**config.mk**
```make
export PLATFORM = sky130hd
export DESIGN_NAME = retention_power_sequencer
export DESIGN_NICKNAME = d
export VERILOG_FILES = /design/src/rtl/retention_power_sequencer.sv
export SDC_FILE = /design/constraint.sdc
export NUM_CORES = 1
export LEC_CHECK = 0
export CAP_MARGIN = 10
export CORE_UTILIZATION = 48
export DETAILED_ROUTE_END_ITERATION = 12
export PLACE_DENSITY = 0.74
export SYNTH_ARGS = -nofsm -noshare
export SYNTH_HDL_FRONTEND = slang
export SYNTH_SLANG_ARGS = --single-unit
```
**constraint.sdc**
```tcl
create_clock -name clk -period 1.8 [get_ports clk]
set_clock_uncertainty 0.1 [all_clocks]
set_input_delay 0.36 -clock clk [delete_from_list [all_inputs] [get_ports clk]]
set_output_delay 0.36 -clock clk [all_outputs]
set_load 0.05 [all_outputs]
```
**src/rtl/retention_power_sequencer.sv**
```systemverilog
// retention_power_sequencer: retention save/restore power-domain sequencer; define RET_SEQ_TIMEOUT_EN for pwr_ack timeout with sticky err
module retention_power_sequencer #(
  parameter int SETTLE_CYC = 2,
  parameter int ACK_TIMEOUT = 16
) (
  input  logic clk,
  input  logic rst,
  input  logic sleep_req,
  input  logic wake_req,
  input  logic pwr_ack,
  output logic save,
  output logic restore,
  output logic iso_en,
  output logic clk_en,
  output logic dom_rst_n,
  output logic pwr_en,
  output logic sleeping,
  output logic busy,
  output logic err
);
  typedef enum logic [3:0] {
    RUN, SAVE, ISO_ON, CLK_OFF, RST_ON, PWR_OFF, SLEEP,
    PWR_ON, RST_OFF, CLK_ON, RESTORE, ISO_OFF
  } state_t;
  state_t state, nxt;
  logic [7:0] cnt;
  logic done, tmo;
  assign done = cnt == 8'd0;
  always_comb begin
    nxt = state;
    case (state)
      RUN:     nxt = sleep_req ? SAVE : RUN;
      SAVE:    nxt = ISO_ON;
      ISO_ON:  nxt = done ? CLK_OFF : ISO_ON;
      CLK_OFF: nxt = done ? RST_ON : CLK_OFF;
      RST_ON:  nxt = done ? PWR_OFF : RST_ON;
      PWR_OFF: nxt = !pwr_ack ? SLEEP : tmo ? PWR_ON : PWR_OFF;
      SLEEP:   nxt = wake_req ? PWR_ON : SLEEP;
      PWR_ON:  nxt = pwr_ack ? RST_OFF : PWR_ON;
      RST_OFF: nxt = done ? CLK_ON : RST_OFF;
      CLK_ON:  nxt = done ? RESTORE : CLK_ON;
      RESTORE: nxt = ISO_OFF;
      ISO_OFF: nxt = done ? RUN : ISO_OFF;
      default: nxt = RUN;
    endcase
  end
  always_ff @(posedge clk)
    if (rst) begin
      state <= RUN;
      cnt <= '0;
    end else begin
      state <= nxt;
      cnt <= (nxt != state) ? 8'(SETTLE_CYC - 1) : done ? cnt : cnt - 8'd1;
    end
  assign save      = state == SAVE;
  assign restore   = state == RESTORE;
  assign iso_en    = !(state inside {RUN, SAVE, ISO_OFF});
  assign clk_en    = !(state inside {CLK_OFF, RST_ON, PWR_OFF, SLEEP, PWR_ON, RST_OFF});
  assign dom_rst_n = !(state inside {RST_ON, PWR_OFF, SLEEP, PWR_ON});
  assign pwr_en    = !(state inside {PWR_OFF, SLEEP});
  assign sleeping  = state == SLEEP;
  assign busy      = !(state inside {RUN, SLEEP});
`ifdef RET_SEQ_TIMEOUT_EN
  logic [15:0] tcnt;
  logic waiting, err_q;
  assign waiting = (state == PWR_OFF && pwr_ack) || (state == PWR_ON && !pwr_ack);
  assign tmo = waiting && tcnt == 16'(ACK_TIMEOUT - 1);
  always_ff @(posedge clk)
    if (rst) begin
      tcnt <= '0;
      err_q <= 1'b0;
    end else begin
      tcnt <= (nxt != state) ? '0 : tcnt + 16'(waiting && !tmo);
      err_q <= err_q || tmo;
    end
  assign err = err_q;
`else
  assign tmo = ACK_TIMEOUT < 1;
  assign err = 1'b0;
`endif
endmodule

```
==> run summary <==
Max Fclk - 550 MHz
Area contributors post-synth - dfxtp_1, xnor2_1, nor3_1
setup TNS - -0.0396 ns
placed insts - 166
CTS root buffer - clkbuf_4
IO Count - 14
hold_buf cts - 0
HPWL Detailed - 1970 microns
worst hold path class - in2reg
most numerous cell in the Yosys netlist - dfxtp_1
Hold WS - 0.484 ns
CP arrival - 1.36 ns
die area - 2170 sq um
post-route minimum period - 1.82 ns
Clk network pwr share - 9.3%
failing checks - negative setup slack
vias per inst - 6.10
first-pass GRT wire length - 4290 microns
LEAKAGE - 0.630 nW
crit path max fanout - 8
Setup CP Type - reg2out
starting density of the core - 53.1%
vias in the first global route - 935
Synth Cell Area - 956 sq um
critical path launch point type - flip-flop
Area growth syn-to-layout - 60.2%
worst vdd ir - 1.48 mV
Clock transition at path regs - 0.08 ns
initial antenna violation count - 0
Total Power - 2.46 mW
Die Wd - 46.6 microns
Yosys cell types - 50
Syn Nets - 127
Placed Area - 1280 sq um
post-route DRC violation count - 0
fill cell count - 100
Commonest cells post-synth - dfxtp_1, nand2_1, nor3_1
Psw - 1.16 mW
TritonCTS buffer count - 3
global-route usage over all layers - 28.4%
final instance area - 1530 sq um
die height - 46.6 microns
Fin. Hold Viols - 0
Skew-Pair Late Insertion Delay - 0.28 ns
R2R setup slack - 0.06 ns
Core Util, Final - 85.0%
Yosys top cell area share - 25.1%
num rows - 15
ANT nets after route - 0
FFs w/ async S/R, synth - 0%
Clock Tree Buf Depth - 2
CP Data Required Time - 1.34 ns
Placer Congestion - 0.892
Yosys reg bits - 12
part of the power in combinational logic - 71.7%
CTS sink count - 12
number of diodes - 0
PwrDens - 1610 nW/um^2
register area share after synthesis - 25.1%
status - finished, violations left
total grt overflow - 0
Seq pwr share - 19.1%
Max Slew Vio Count - 0
TritonCTS clock tree - done
drt pass-1 iters - 4
Synthesis Warnings - 0
Iter 0 DRT Violations - 26
mean routed wirelength per cell - 17.9 microns
Core Box Area - 1800 sq um
fin crit share - 101%
IO Port Bufs - 12
PnR worst setup slack - -0.0183 ns
routed wire length - 3280 microns
Internal - 1.30 mW
Post-synth EDFFs - 0
Max Cap Violations - 0
CP Capture Type - primary output
largest net degree at the start of global routing - 17
Mean Syn Cell Area - 7.97 sq um
# nets final - 166
RSZ-0062 raised after global routing - yes
final cell count without fillers - 183
H-tree level count - 1
fraction of layout cells with a size suffix above 1 - 46.2%
Setup Viol. Count Final - 3
top cell type by total area after synthesis - dfxtp_1
Setup WS pre-CTS - -0.314 ns
Sw Ratio - 47.1%
vias - 1116
main flop type after synthesis - dfxtp_1
cells after synthesis - 120
## power groups by stage
stage	clock [mW]	combinational (mW)	sequential (mW)
2_1_floorplan	0	1.05	0.447
3_3_place_gp	0	1.47	0.452
3_5_place_dp	0	1.51	0.465
4_1_cts	0.223	1.58	0.463
5_1_grt	0.242	1.89	0.481
6_report	0.227	1.76	0.469
## worst paths after layout
check / startpoint / endpoint / depth (start not counted)
setup / recovery: state[3]$_SDFF_PP0_ / sleeping / 5
hold / removal: pwr_ack / state[3]$_SDFF_PP0_ / 4
setup reg to reg: cnt[2]$_SDFFE_PP0P_ / cnt[2]$_SDFFE_PP0P_ / 4
hold reg to reg: cnt[5]$_SDFFE_PP0P_ / cnt[5]$_SDFFE_PP0P_ / 2
## state kept, by name (all words and copies together), names as in the netlist
name   cells
cnt        8
state      4
## area by class of cell
cell class	count	area, sq um	share of cell area (%)
repair buffers	43	450	29.4
multi-input cells	94	743	48.5
inverters	5	18.8	1.23
flip-flops and latches	12	251	16.4
clock buffers	4	36.3	2.37
well taps	25	31.3	2.04
## cells in the final DEF, fill, tap and decap left out, types with 3 or more instances in the layout
cell	count
nand2b_1	3
a21oi_1	7
dfxtp_4	3
xnor2_1	5
nand2_1	8
buf_12	6
buf_4	28
nor2_1	4
clkdlybuf4s50_1	3
nor3_1	5
xor2_1	3
inv_1	3
clkbuf_4	3
dfxtp_1	9
nor3_2	3
## layer usage
layer | GRT usage (%) | routed length (microns)
met4 | 8.00 | 85
met3 | 6.67 | 151
met5 | 0 | 0
met2 | 45.3 | 1760
met1 | 38.0 | 1290
## kinds of logic after synthesis
family / synth area share [%]
other: 0.392
adder cells (fa/ha/maj): 2.62
AND/OR/NAND/NOR: 31.7
multiplexers: 1.05
XOR/XNOR: 8.25
flip-flops: 25.1
buffers and inverters: 6.67
AO/OA/AOI/OAI: 24.2
## critical path: stages (launching register included)
cell,delay [ns]
dfxtp_4,0.37
buf_8,0.14
nor2b_4,0.13
inv_2,0.07
nor3_4,0.20
buf_12,0.16
## what timing repair did
| item | 4_1_cts | 5_1_grt |
|---|---|---|
| endpoints found under the setup margin | 8 | 12 |
| resized for setup | 15 | 19 |
| cloned | 0 | 0 |
| pin swaps | 3 | 4 |
| setup buffers | 2 | 11 |
(Power assumes the default switching activity.)
